--- src/rtl/prog_loader_pkg.sv ---
// Shared types and constants for the UART program loader.
package prog_loader_pkg;

  typedef enum logic [2:0] {
    ST_IDLE,
    ST_TGT,
    ST_LEN_H,
    ST_LEN_L,
    ST_PAYLOAD,
    ST_CHECK,
    ST_DONE
  } state_t;

  localparam logic [7:0] SOF_DEFAULT = 8'hA5;

  // Bit positions inside the TGT byte
  localparam int SEL_BIT  = 0;
  localparam int LAST_BIT = 7;

  // Memory-select encodings (bit ADDR_W of upg_adr_o)
  localparam logic MEM_INST = 1'b0;
  localparam logic MEM_DATA = 1'b1;

endpackage

--- src/rtl/word_assembler.sv ---
// Collects payload bytes into little-endian 32-bit words and keeps the
// running XOR checksum of every payload byte seen since the last clear.
module word_assembler (
  input  logic        clk,
  input  logic        rst_n,
  input  logic        clear,
  input  logic        byte_en,
  input  logic [7:0]  data,
  output logic [31:0] word_next,
  output logic        word_ready,
  output logic [7:0]  chk
);

  logic [1:0]  idx;
  logic [23:0] low;

  // The 4th byte is never stored: it goes straight into the word
  // presented alongside word_ready.
  assign word_ready = byte_en && (idx == 2'd3);
  assign word_next  = {data, low};

  // Byte-index counter, lower-byte fill register and running checksum
  always_ff @(posedge clk or negedge rst_n) begin
    if (!rst_n) begin
      idx <= 2'd0;
      low <= 24'd0;
      chk <= 8'd0;
    end else if (clear) begin
      idx <= 2'd0;
      low <= 24'd0;
      chk <= 8'd0;
    end else if (byte_en) begin
      idx <= idx + 2'd1;
      chk <= chk ^ data;
      case (idx)
        2'd0:    low[7:0]   <= data;
        2'd1:    low[15:8]  <= data;
        2'd2:    low[23:16] <= data;
        default: ;
      endcase
    end
  end

endmodule

--- src/rtl/uart_prog_loader.sv ---
// Frame parser for the memory upgrade port: turns the UART byte stream
// into word writes for the instruction ROM / data RAM and signals done.
module uart_prog_loader
  import prog_loader_pkg::*;
#(
  parameter int         ADDR_W      = 14,
  parameter int         TIMEOUT_CYC = 1000000,
  parameter logic [7:0] SOF         = SOF_DEFAULT
) (
  input  logic              upg_clk_i,
  input  logic              upg_rstn_i,
  input  logic [7:0]        rx_data_i,
  input  logic              rx_valid_i,
  output logic              upg_wen_o,
  output logic [ADDR_W:0]   upg_adr_o,
  output logic [31:0]       upg_dat_o,
  output logic              upg_done_o,
  output logic              frame_ok_o,
  output logic              err_o
);

  localparam int TW = $clog2(TIMEOUT_CYC + 1);

  state_t            state;
  logic              sel;
  logic              last;
  logic [7:0]        len_h;
  logic [15:0]       words_left;
  logic [ADDR_W-1:0] word_idx;
  logic [TW-1:0]     tmo_cnt;

  logic              active;
  logic              tmo_hit;
  logic [15:0]       len_val;
  logic              byte_en;
  logic              asm_clear;
  logic [31:0]       word_next;
  logic              word_ready;
  logic [7:0]        chk;

  assign active    = (state != ST_IDLE) && (state != ST_DONE);
  assign tmo_hit   = active && !rx_valid_i && (tmo_cnt == TW'(TIMEOUT_CYC - 1));
  assign len_val   = {len_h, rx_data_i};
  assign byte_en   = rx_valid_i && (state == ST_PAYLOAD);
  // Leaving LEN_L covers both "entry to PAYLOAD" and the N = 0 case;
  // a timeout drops whatever partial word was collected.
  assign asm_clear = (state == ST_IDLE) || ((state == ST_LEN_L) && rx_valid_i) || tmo_hit;

  word_assembler u_asm (
    .clk        (upg_clk_i),
    .rst_n      (upg_rstn_i),
    .clear      (asm_clear),
    .byte_en    (byte_en),
    .data       (rx_data_i),
    .word_next  (word_next),
    .word_ready (word_ready),
    .chk        (chk)
  );

  // Frame FSM with timeout, word counters and registered upgrade outputs
  always_ff @(posedge upg_clk_i or negedge upg_rstn_i) begin
    if (!upg_rstn_i) begin
      state      <= ST_IDLE;
      sel        <= MEM_INST;
      last       <= 1'b0;
      len_h      <= 8'd0;
      words_left <= 16'd0;
      word_idx   <= '0;
      tmo_cnt    <= '0;
      upg_wen_o  <= 1'b0;
      upg_adr_o  <= '0;
      upg_dat_o  <= 32'd0;
      upg_done_o <= 1'b0;
      frame_ok_o <= 1'b0;
      err_o      <= 1'b0;
    end else begin
      upg_wen_o  <= 1'b0;
      frame_ok_o <= 1'b0;

      if (rx_valid_i || !active || tmo_hit) tmo_cnt <= '0;
      else                                  tmo_cnt <= tmo_cnt + 1'b1;

      if (tmo_hit) begin
        state <= ST_IDLE;
        err_o <= 1'b1;
      end else if (rx_valid_i) begin
        case (state)
          ST_IDLE: begin
            if (rx_data_i == SOF) state <= ST_TGT;
          end
          ST_TGT: begin
            sel   <= rx_data_i[SEL_BIT];
            last  <= rx_data_i[LAST_BIT];
            state <= ST_LEN_H;
          end
          ST_LEN_H: begin
            len_h <= rx_data_i;
            state <= ST_LEN_L;
          end
          ST_LEN_L: begin
            word_idx   <= '0;
            words_left <= len_val;
            if (len_val == 16'd0) begin
              state <= ST_CHECK;
            end else if ({16'd0, len_val} > (32'd1 << ADDR_W)) begin
              state <= ST_IDLE;
              err_o <= 1'b1;
            end else begin
              state <= ST_PAYLOAD;
            end
          end
          ST_PAYLOAD: begin
            if (word_ready) begin
              upg_wen_o  <= 1'b1;
              upg_adr_o  <= {sel, word_idx};
              upg_dat_o  <= word_next;
              word_idx   <= word_idx + 1'b1;
              words_left <= words_left - 16'd1;
              if (words_left == 16'd1) state <= ST_CHECK;
            end
          end
          ST_CHECK: begin
            if (rx_data_i == chk) begin
              frame_ok_o <= 1'b1;
              if (last) begin
                upg_done_o <= 1'b1;
                state      <= ST_DONE;
              end else begin
                state <= ST_IDLE;
              end
            end else begin
              err_o <= 1'b1;
              state <= ST_IDLE;
            end
          end
          ST_DONE: ;
          default: state <= ST_IDLE;
        endcase
      end
    end
  end

endmodule

--- config.mk ---
export PLATFORM = sky130hd
export DESIGN_NAME = uart_prog_loader
export DESIGN_NICKNAME = d
export VERILOG_FILES = /design/src/rtl/prog_loader_pkg.sv /design/src/rtl/word_assembler.sv /design/src/rtl/uart_prog_loader.sv
export SDC_FILE = /design/constraint.sdc
export NUM_CORES = 1
export LEC_CHECK = 0
export ABC_AREA = 0
export CAP_MARGIN = 20
export CORE_MARGIN = 3
export CORE_UTILIZATION = 52
export CTS_CLUSTER_DIAMETER = 200
export DETAILED_ROUTE_END_ITERATION = 10
export PLACE_DENSITY = 0.87
export SKIP_CTS_REPAIR_TIMING = 1
export SLEW_MARGIN = 15
export SYNTH_ARGS = -nofsm -noshare
export SYNTH_HDL_FRONTEND = slang
export SYNTH_SLANG_ARGS = --single-unit
--- constraint.sdc ---
create_clock -name upg_clk_i -period 1.9 [get_ports upg_clk_i]
set_input_delay 0.285 -clock upg_clk_i [delete_from_list [all_inputs] [get_ports upg_clk_i]]
set_output_delay 0.285 -clock upg_clk_i [all_outputs]
set_load 0.005 [all_outputs]
# Word level (Yosys, flattened, before mapping)
# Index checks and enable logic that the tools add are counted.
# op_classes
add_sub_neg	4
n_lt_le_gt_ge	1
eq_ne	22
mux	38
bitwise	2
reduce_logical	33
# ops
cell	count
$mux W24	2
$mux W8	5
$pmux W16 S2	1
$pmux W14 S2	1
$mux W3	9
$pmux W3 S7	1
$add A20 B1 Y20 const B	1
$eq A20 B20 Y1 const B	1
$mux W20	1
$eq A16 B1 Y1 const B	1
$gt A16 B15 Y1 const B	1
$logic_not A16 Y1	1
$mux W16	1
$sub A16 B1 Y16 const B	1
$reduce_and A5 Y1	3
$add A14 B1 Y14 const B	1
$mux W14	1
$mux W1	13
$ne A3 B2 Y1 const B	4
$reduce_bool A2 Y1	6
$eq A3 B3 Y1 const B	3
$ne A3 B3 Y1 const B	3
$eq A8 B8 Y1	1
$eq A8 B8 Y1 const B	1
other kinds (20)	37
# word_totals
reg_bits	148
in_bits	11

# Longest topological paths before layout
# Gate-level depths: netlist (run 1).
# logic_depth
word_depth	7
ltp_mapped	8
mapped_depth_nobuf	7

# By module
# A second synthesis (run 1) with hierarchy kept.
# unflattened
hier_cells	639
hier_area_um2	7131.8
# by_module_without_submodules
module	n_inst	cells_each	area_each_um2
uart_prog_loader	1	493	5411.4
word_assembler	1	146	1720.4

# Worst setup path after synthesis (run 1)
# OpenSTA, ideal clock, no wires.
# synth_timing
path_kind	register to register
from	register tmo_cnt[6]
to	register tmo_cnt[11]
setup_ps	119
arrival_ps	1782
setup_slack_ps	-1
stages_incl_launch_ff	8
path_buffers	2
synth_period_minus_slack_ps	1901
path_cell_list	dfrtp_1 or4_1 nor4_2 and2_1 nand2b_1 buf_6 buf_6 nor2_1
# synth_via
elab_chain_cells	4
elab_cells_between_ends	5
# synth_rtl
element	line	source
from (decl)	uart_prog_loader.sv:30	logic [TW-1:0] tmo_cnt;
from (signal assigned)	uart_prog_loader.sv:81	else tmo_cnt <= tmo_cnt + 1'b1;
branches (longest 3 deep; another with $add A20 B1 Y20)	--	
$mux W20 (*)	uart_prog_loader.sv:80	if (rx_valid_i || !active || tmo_hit) tmo_cnt <= '0;
# Every way passes the cells marked *.
# A chain may end at the register's enable or synchronous reset.

# Final worst setup path (run 1)
# layout_timing
from	register tmo_cnt[11]
to	register u_asm.low[6]
# layout_via
elab_chain_cells	5
elab_cells_between_ends	7
# layout_rtl
element	line	source
$eq A20 B20 Y1 (*)	uart_prog_loader.sv:42	assign tmo_hit = active && !rx_valid_i && (tmo_cnt == TW'(TIMEOUT_CYC - 1));
$logic_and A1 B1 Y1 (*)	uart_prog_loader.sv:42	
$logic_or A1 B1 Y1 (*)	uart_prog_loader.sv:47	assign asm_clear = (state == ST_IDLE) || ((state == ST_LEN_L) && rx_valid_i) || tmo_hit;
$reduce_bool A2 Y1 (no source line)	--	
$reduce_and A2 Y1 (no source line)	--	
to (signal assigned)	word_assembler.sv:36	2'd0: low[7:0] <= data;
to (decl)	word_assembler.sv:15	logic [23:0] low;
# Every way passes the cells marked *; elsewhere a longest branch is shown, timed or not.

==> results of run 1 <==
## sequential cells by signal (all words and copies together), names as in the netlist
name,cells
u_asm.low,24
word_idx,14
last,1
tmo_cnt,20
len_h,8
upg_wen_o,1
words_left,16
err_o,1
upg_adr_o,15
u_asm.idx,2
u_asm.chk,8
frame_ok_o,1
upg_done_o,1
upg_dat_o,32
sel,1
state,3
## metrics by stage
| step | utilization | power (mW) | instances | worst slack, ns |
|---|---|---|---|---|
| CTS | 0.686 | 8.56 | 994 | -0.136 |
| floorplan | - | 4.44 | 701 | 0.0236 |
| global placement | 0.636 | 4.91 | 963 | -0.0916 |
| detailed placement | 0.636 | 4.98 | 963 | -0.142 |
| global route | 0.709 | 9.21 | 1002 | -0.298 |
| finish | 0.709 | 8.93 | 1002 | -0.195 |
## synthesized netlist by cell type, types with 3 or more instances
library cell / instances
a21oi_1: 48
mux2_2: 31
a22oi_1: 4
xnor2_1: 20
nor3_1: 13
a211oi_1: 3
nand2b_1: 3
nand2_1: 137
nand4_1: 16
o22ai_1: 4
clkbuf_1: 27
ha_1: 8
a31oi_1: 3
o21ai_0: 17
and4_1: 3
o2bb2ai_1: 6
dfrtp_1: 148
or4_1: 3
buf_6: 5
nor2b_1: 3
and3_1: 6
xor2_1: 26
nor2_1: 63
and2_1: 4
nor4_1: 5
inv_1: 11
buf_2: 10
nand3_1: 41
## cells by family after synthesis
kind of cell | synth area share
fa+ha+maj | 0.0145
xor+xnor | 0.0585
buf+inv | 0.0389
simple gates | 0.210
mux | 0.0507
flops | 0.537
compound gates | 0.0902
## where the power goes
| part | internal, mW | total, mW | switching [mW] | leakage [nW] |
|---|---|---|---|---|
| sequential | 3.34 | 3.59 | 0.242 | 2.05 |
| combinational | 0.806 | 1.75 | 0.940 | 1.72 |
| clock | 2.33 | 3.60 | 1.27 | 0.310 |
| total | 6.48 | 8.93 | 2.45 | 4.08 |
## final cells by class
| class | instances | area [um^2] | area share |
|---|---|---|---|
| clock buffers | 23 | 488 | 0.0539 |
| well taps | 172 | 215 | 0.0238 |
| repair buffers | 142 | 1350 | 0.150 |
| clock inverters | 8 | 146 | 0.0162 |
| flip-flops and latches | 148 | 3700 | 0.409 |
| multi-input cells | 497 | 3100 | 0.342 |
| inverters | 12 | 45.0 | 0.00498 |
## critical path, cell delays in order (launching register included)
cell and delay, ns:
dfrtp_1 0.38, or4_4 0.55, nor4_4 0.35, nand3_2 0.16, o311ai_4 0.21, clkbuf_16 0.28
a21oi_1 0.05
## layer usage
layer  track usage  part of all wire  vias up  routed length [um]
li1              -                 -     2636                   -
met4        0.0751             0.022        0                 410
met5             0                 0        -                   0
met3        0.0709             0.080       45                1500
met1         0.318              0.40     2891                7480
met2         0.391              0.50      317                9240
## path summary, 6_finish.rpt
kind / startpoint / to / cells past startpoint
min in group upg_clk_i: u_asm.low[21]$_DFFE_PN0P_ / upg_dat_o[21]$_DFFE_PN0P_ / 2
max: tmo_cnt[11]$_DFF_PN0_ / u_asm.low[6]$_DFFE_PN0P_ / 6
min: upg_rstn_i / upg_dat_o[19]$_DFFE_PN0P_ / 2
max reg2reg: tmo_cnt[11]$_DFF_PN0_ / u_asm.low[6]$_DFFE_PN0P_ / 6
min reg2reg: u_asm.low[21]$_DFFE_PN0P_ / upg_dat_o[21]$_DFFE_PN0P_ / 2
max in group asynchronous: upg_rstn_i / u_asm.low[8]$_DFFE_PN0P_ / 3
## cell usage in the layout (no fill, tap or decap), types with 3 or more instances in the layout
master | Yosys | routed
xnor2_1 | 20 | 20
mux2_2 | 31 | 31
dfrtp_1 | 148 | 147
o21ai_0 | 17 | 16
ha_1 | 8 | 8
and4_1 | 3 | 3
nor3_1 | 13 | 12
xor2_1 | 26 | 26
buf_12 | 0 | 6
nand2_1 | 137 | 137
and2_1 | 4 | 3
o2bb2ai_1 | 6 | 6
nor2b_1 | 3 | 3
a21oi_1 | 48 | 42
nand4_1 | 16 | 16
nor2_4 | 0 | 7
o22ai_1 | 4 | 3
clkbuf_16 | 0 | 20
bufinv_16 | 0 | 4
clkdlybuf4s50_1 | 0 | 60
a21oi_2 | 0 | 6
clkbuf_8 | 0 | 4
inv_1 | 11 | 11
a31oi_1 | 3 | 3
a22oi_1 | 4 | 4
buf_4 | 2 | 70
nor2_2 | 0 | 8
and3_1 | 6 | 6
nor2_1 | 63 | 48
nor4_1 | 5 | 5
nand3_1 | 41 | 39
==> run metrics, run 1 <==
Rel. slew slack=0.597; Skew-Pair Late Insertion Delay=0.44 ns; Total Routing Usage GR=0.242; initial antenna violation count=0; placed cell area=8130 um^2; Net Count, Synth=720; Fill cells=806; Initial DRC Count=699; I/O pins=62; WP data arrival=2.41 ns; clock-pin transition on the worst setup and hold timing paths=0.06 ns; Congestion Overflow GR=0; fin. max-slew vios=0; Tmin final=2.10 ns; post-DP HPWL=11300 um; PortBufs=61; WL per Instance=18.6 um; nets=837; final hold violation count=0; via count=5889; CP Class=register to register; Layout area overhead=31.3%; ys async rst share=1.00; Max Freq=477 MHz; Synthesis Warnings=0; drt drc=0; final-layout worst hold slack=0.369 ns; first-pass GRT wire length=27900 um; Hold WC Path Type=input port to async pin; final weighted congestion in routability-driven placement=0.907; final wirelength=18600 um; Synth Area per Inst=9.83 um^2; leading post-synthesis cells by cell area=dfrtp_1 54%, nand2_1 7.5%, mux2_2 5.1%; clk sinks=148; Initial Util=0.540; PD cells=987 nW/um^2; LEAKAGE=4.08 nW; Post-Syn Instances=701; top cell type by total area after synthesis=dfrtp_1; Yosys cell types=56; VDD IR max=0.847 mV; clk root buf=clkbuf_16; CORE AREA=12800 um^2; vias in the first global route=5615; prevailing post-synth register cell=dfrtp_1; htree depth=4; Synth Register Bits=148; CTS tree=built; DIE AREA=14700 um^2; die height=121 um; Avg Vias per Cell=5.88; RSZ-0062 raised after global routing=true; share of cells above drive strength 1=0.220; Final Instance Area=9050 um^2; antenna cells=0; Chip Width=121 um; DR pass1 iterations=5; worst slew pin tran=0.602 ns; post-route clock period utilization=1.10; failing checks=setup timing; EDFF count, synth=0; mapped cell area=6890 um^2; maximum number of pins on one net before global-route repair=54; CP startpoint kind=register; CTS Buf Count=17; row count=41; register area share after synthesis=0.537; Final WS setup=-0.195 ns; Post-DRT Antenna Nets=0; critical path endpoint category=register; Final TNS setup=-8.81 ns; R2R setup slack=-0.20 ns; top-area cell type share of the netlist area=0.537; Setup-failing EPs final=57; maximum root-to-sink buffer count=2; Worst Path Required=2.22 ns; status=finished with violations; crit path max fanout=10; clock skew=0.0105 ns; Max Cap Viol=0
Note: power is estimated with default switching activity, not from simulation.
==> inputs of run 2 (changes only) <==
--- a/config.mk
+++ b/config.mk
@@ -7,7 +7,7 @@
 export LEC_CHECK = 0
 export ABC_AREA = 0
 export CAP_MARGIN = 20
-export CORE_MARGIN = 3
+export CORE_MARGIN = 2
 export CORE_UTILIZATION = 52
 export CTS_CLUSTER_DIAMETER = 200
 export DETAILED_ROUTE_END_ITERATION = 10
==> run metrics, run 2 (synthesized netlist as in run 1, its figures left out) <==
LEAKAGE=4.05 nW (-0.55%); drt drc=0 (unchanged); CP Class=register to register; slowest cell on the critical path=or4_1; final hold violation count=0 (unchanged); final wirelength=19500 um (+4.6%); CORE AREA=13100 um^2 (+2.4%); maximum number of pins on one net before global-route repair=45 (-17%); PD cells=966 nW/um^2 (-2.1%); row count=42 (+2.4%); crit path max fanout=6 (-4); Worst Path Required=2.22 ns (about the same); failing checks=setup timing; clk root buf=clkbuf_16; WL per Instance=19.4 um (+4.2%); antenna cells=0 (unchanged); CP startpoint kind=register; post-DP HPWL=11400 um (+1.0%); RSZ-0062 raised after global routing=true; htree depth=4 (unchanged); final weighted congestion in routability-driven placement=0.865 (-4.7%); placed cell area=8140 um^2 (+0.12%); Initial DRC Count=866 (+24%); post-route clock period utilization=1.08 (-0.0178); die height=119 um (-1.7%); I/O pins=62 (unchanged); Reg with most FFs=upg_dat_o; clk sinks=148 (unchanged); Rel. slew slack=0.605 (+0.00750); Max Freq=485 MHz (+1.6%); DIE AREA=14200 um^2 (-3.3%); Hold WC Path Type=input port to async pin; commonest cells after routing, fill and taps aside=146 x dfrtp_1, 137 x nand2_1, 66 x buf_4, 60 x clkdlybuf4s50_1, 43 x nor2_1; Top delay family on crit path=simple AND/OR/NAND/NOR gates; share of cells above drive strength 1=0.235 (+0.0145); Post-DRT Antenna Nets=0 (unchanged); WP buf/inv=1 (unchanged); maximum root-to-sink buffer count=2 (unchanged); vias in the first global route=5830 (+3.8%); critical path depth=6 (unchanged); CTS Buf Count=17 (unchanged); worst r2r src=tmo_cnt[8]$_DFF_PN0_; Congestion Overflow GR=0 (unchanged); initial antenna violation count=0 (unchanged); Initial Util=0.527 (-0.0128); clock skew=0.0124 ns (+0.00181 ns); Total Routing Usage GR=0.262 (+0.0193); Final WS setup=-0.161 ns (+0.0338 ns); nets=836 (-0.12%); PortBufs=61 (unchanged); WP data arrival=2.38 ns (-0.03 ns); commonest non-fill, non-tap cell in the layout=dfrtp_1; CP Cell Sequence=or4_1 > nor4_4 > nand3_2 > o311ai_4 > clkbuf_16 > a21oi_1; CTS tree=built; DR pass1 iterations=6 (+1); Chip Width=119 um (-1.7%); via count=6084 (+3.3%); clock-pin transition on the worst setup and hold timing paths=0.06 ns (about the same); Max Cap Viol=0 (unchanged); fin. max-slew vios=0 (unchanged); CP peak stage delay=0.61 ns (+0.06 ns); status=finished with violations; Skew-Pair Late Insertion Delay=0.44 ns (about the same); Tmin final=2.06 ns (-0.0338 ns); Layout area overhead=31.6%; max reg flops=32 (unchanged); R2R setup slack=-0.16 ns (+0.03 ns); Avg Vias per Cell=6.05 (+2.9%); RR Endpoint=u_asm.low[16]$_DFFE_PN0P_; critical path endpoint category=register; worst slew pin tran=0.591 ns (-0.0112 ns); biggest regs=upg_dat_o: 32 flops, u_asm.low: 24 flops, tmo_cnt: 20 flops; VDD IR max=0.626 mV (-26%); first-pass GRT wire length=29200 um (+4.6%); Final Instance Area=9070 um^2 (+0.22%); Setup-failing EPs final=55 (-3.5%); Place WS=-0.196 ns (-0.0542 ns); Reg2Reg Depth=6 (unchanged)
-- run 2: cell types whose count changed in the layout (fill, tap and decap cells not counted), moves of 2 or more --
cell | previous run | this run
a21oi_1 | 42 | 37
a21oi_2 | 6 | 11
buf_4 | 70 | 66
buf_6 | 2 | 4
bufinv_16 | 4 | 2
clkbuf_8 | 4 | 1
clkinv_4 | 0 | 2
inv_6 | 1 | 5
nor2_1 | 48 | 43
nor2_4 | 7 | 12
-- run 2: per-layer routing --
metal,vias to the layer above,GRT usage,wire (um)
li1,2638,-,-
met1,3024,0.330,7380
met2,342,0.427,9770
met3,80,0.0685,1680
met4,0,0.114,664
met5,-,0,0
-- run 2: worst max path at each step --
stage	to	slack [ns]	start
4_1_cts	u_asm.low[0]$_DFFE_PN0P_	-0.20	tmo_cnt[8]$_DFF_PN0_
5_1_grt	u_asm.low[6]$_DFFE_PN0P_	-0.24	tmo_cnt[6]$_DFF_PN0_
6_report	u_asm.low[16]$_DFFE_PN0P_	-0.16	tmo_cnt[8]$_DFF_PN0_
3_3_place_gp	last$_DFFE_PN0P_	-0.18	rx_valid_i
3_5_place_dp	sel$_DFFE_PN0P_	-0.20	rx_valid_i
2_1_floorplan	tmo_cnt[11]$_DFF_PN0_	0.02	tmo_cnt[8]$_DFF_PN0_
-- run 2: stage by stage --
step	power, mW	instances	utilization	hold WS (ns)	TNS [ns]
finish	8.76	1006	0.693	0.350	-6.89
global route	9.05	1006	0.693	0.389	-11.09
CTS	8.35	998	0.667	-0.218	-8.29
detailed placement	4.97	966	0.622	0.234	-11.37
global placement	4.92	966	0.622	0.233	-6.43
floorplan	4.44	701	-	-0.0106	0
-- run 2: layout make-up --
cell class,instances,area [um^2]
Clock buffer,19,443
Clock inverter,13,146
Fill cell,839,4010
Inverter,12,45.0
Multi-Input combinational cell,497,3140
Sequential cell,148,3710
Tap cell,176,220
Timing Repair Buffer,141,1370
-- run 2: power breakdown --
part	internal, mW	total [mW]	switching, mW	leakage (nW)
clock network	1.99	3.37	1.38	0.285
registers	3.34	3.59	0.242	2.05
logic	0.824	1.81	0.985	1.72
total	6.15	8.76	2.61	4.05
==> inputs of run 3 (changes only) <==
--- a/config.mk
+++ b/config.mk
@@ -17,3 +17,4 @@
 export SYNTH_ARGS = -nofsm -noshare
 export SYNTH_HDL_FRONTEND = slang
 export SYNTH_SLANG_ARGS = --single-unit
+export TNS_END_PERCENT = 1
==> run metrics, run 3 (synthesized netlist as in run 1, its figures left out) <==
status=finished with violations; failing checks=setup timing; CP startpoint kind=register; Hold WC Path Type=input port to async pin; die height=119 um (unchanged); Reg with most FFs=upg_dat_o; commonest non-fill, non-tap cell in the layout=dfrtp_1; final-layout worst hold slack=0.354 ns (+0.00377 ns); switching pwr=2.50 mW (-4.2%); Skew-Pair Late Insertion Delay=0.43 ns (about the same); final hold violation count=0 (unchanged); Final WS setup=-0.124 ns (+0.0374 ns); critical path endpoint category=register; Worst Path Required=2.22 ns (about the same); total power=8.57 mW (-2.2%); WP buf/inv=1 (unchanged); placed cells=966 (unchanged); Pint=6.07 mW (-1.4%); CP Cell Sequence=or4_4 > nor4_4 > nand3_2 > o311ai_4 > clkbuf_16 > a21oi_1; worst slew pin tran=0.582 ns (-0.00894 ns); combinational cell fraction of total power=0.190 (-0.016); PortBufs=61 (unchanged); CP peak stage delay=0.56 ns (-0.05 ns); Place WS=-0.196 ns (unchanged); commonest cells after routing, fill and taps aside=146 x dfrtp_1, 137 x nand2_1, 64 x buf_4, 60 x nor2_1, 60 x clkdlybuf4s50_1; placed cell area=8140 um^2 (unchanged); CP Class=register to register; maximum root-to-sink buffer count=2 (unchanged); Switching Fraction=0.292 (-0.00613); via count=5974 (-1.8%); clock skew=0.0106 ns (-0.00181 ns); Top delay family on crit path=simple AND/OR/NAND/NOR gates; drt drc=0 (unchanged); max reg flops=32 (unchanged); htree depth=4 (unchanged); clock-pin transition on the worst setup and hold timing paths=0.07 ns (about the same); Congestion Overflow GR=0 (unchanged); share of cells above drive strength 1=0.204 (-0.0313); clk root buf=clkbuf_16; WL per Instance=18.8 um (-3.1%); nets=831 (-0.60%); vias in the first global route=5830 (unchanged); I/O pins=62 (unchanged); post-DP HPWL=11400 um (unchanged); slowest cell on the critical path=or4_4; CTS Buf Count=17 (unchanged); Rel. slew slack=0.611 (+0.00597); row count=42 (unchanged); WP data arrival=2.34 ns (-0.04 ns); Final Instance Area=8870 um^2 (-2.2%); Layout area overhead=28.7%; final std cells w/o fill=1001 (-0.50%); Initial DRC Count=962 (+11%); Max Freq=494 MHz (+1.8%); Initial Util=0.527 (unchanged); Setup-failing EPs final=55 (unchanged); Reg power frac=0.419 (+0.010); final wirelength=18800 um (-3.6%); Tmin final=2.02 ns (-0.0374 ns); clk sinks=148 (unchanged); antenna cells=0 (unchanged); final core occ=0.678 (-0.0154); LEAKAGE=4.01 nW (-1.1%); Chip Width=119 um (unchanged); crit path max fanout=6 (unchanged); Clk network pwr share=0.391 (+0.007); VDD IR max=0.604 mV (-3.5%); CORE AREA=13100 um^2 (unchanged); Max Cap Viol=0 (unchanged); Fill cells=876 (+4.4%); CTS tree=built; PD cells=966 nW/um^2 (about the same); maximum number of pins on one net before global-route repair=45 (unchanged); footprint of the multi-input gates=3020 um^2 (-4.0%); register area=3710 um^2 (unchanged); Total Routing Usage GR=0.262 (unchanged); fin. max-slew vios=0 (unchanged); first-pass GRT wire length=29200 um (unchanged); final weighted congestion in routability-driven placement=0.865 (unchanged); biggest regs=upg_dat_o: 32 flops, u_asm.low: 24 flops, tmo_cnt: 20 flops; initial antenna violation count=0 (unchanged); DIE AREA=14200 um^2 (unchanged); Final TNS setup=-3.36 ns (+3.52 ns); DR pass1 iterations=8 (+2); post-route clock period utilization=1.07 (-0.0197); RSZ-0062 raised after global routing=true; Post-DRT Antenna Nets=0 (unchanged); Avg Vias per Cell=5.97 (-1.3%)
[run 3: cell type report]
type	count	share of cell area
clock buffers	19	0.0499
clock inverters	13	0.0165
inverters	12	0.00508
multi-input cells	497	0.340
flip-flops and latches	148	0.418
well taps	176	0.0248
repair buffers	136	0.145
[run 3: worst reg2reg max path, stage by stage, from the launching register on]
cell,delay [ns]
dfrtp_1,0.37
or4_4,0.56
nor4_4,0.34
nand3_2,0.15
o311ai_4,0.17
clkbuf_16,0.27
a21oi_1,0.05
[run 3: path summary, 6_finish.rpt]
path | slack [ns] | start | depth (start not counted) | to
worst max register to register | -0.12 | tmo_cnt[6]$_DFF_PN0_ | 6 | u_asm.low[6]$_DFFE_PN0P_
worst max-delay path | -0.12 | tmo_cnt[6]$_DFF_PN0_ | 6 | u_asm.low[6]$_DFFE_PN0P_
max in group asynchronous | 0.83 | upg_rstn_i | 3 | u_asm.low[16]$_DFFE_PN0P_
min in group upg_clk_i | 0.45 | tmo_cnt[0]$_DFF_PN0_ | 1 | tmo_cnt[0]$_DFF_PN0_
worst min-delay path | 0.35 | upg_rstn_i | 2 | upg_dat_o[17]$_DFFE_PN0P_
worst min register to register | 0.45 | tmo_cnt[0]$_DFF_PN0_ | 1 | tmo_cnt[0]$_DFF_PN0_
[run 3: layer usage]
| metal | track usage | wire length (um) | up-vias |
|---|---|---|---|
| met5 | 0 | 0 | - |
| met1 | 0.330 | 7400 | 2909 |
| met2 | 0.427 | 9210 | 356 |
| li1 | - | - | 2632 |
| met4 | 0.114 | 686 | 0 |
| met3 | 0.0685 | 1500 | 77 |
[run 3: power groups by stage]
| stage | registers (mW) | clock network (mW) | logic [mW] |
|---|---|---|---|
| after floorplan | 3.54 | 0 | 0.903 |
| after global placement | 3.59 | 0 | 1.32 |
| after detailed placement | 3.60 | 0 | 1.37 |
| after CTS | 3.56 | 3.38 | 1.41 |
| after global routing | 3.61 | 3.52 | 1.73 |
| final | 3.59 | 3.35 | 1.62 |
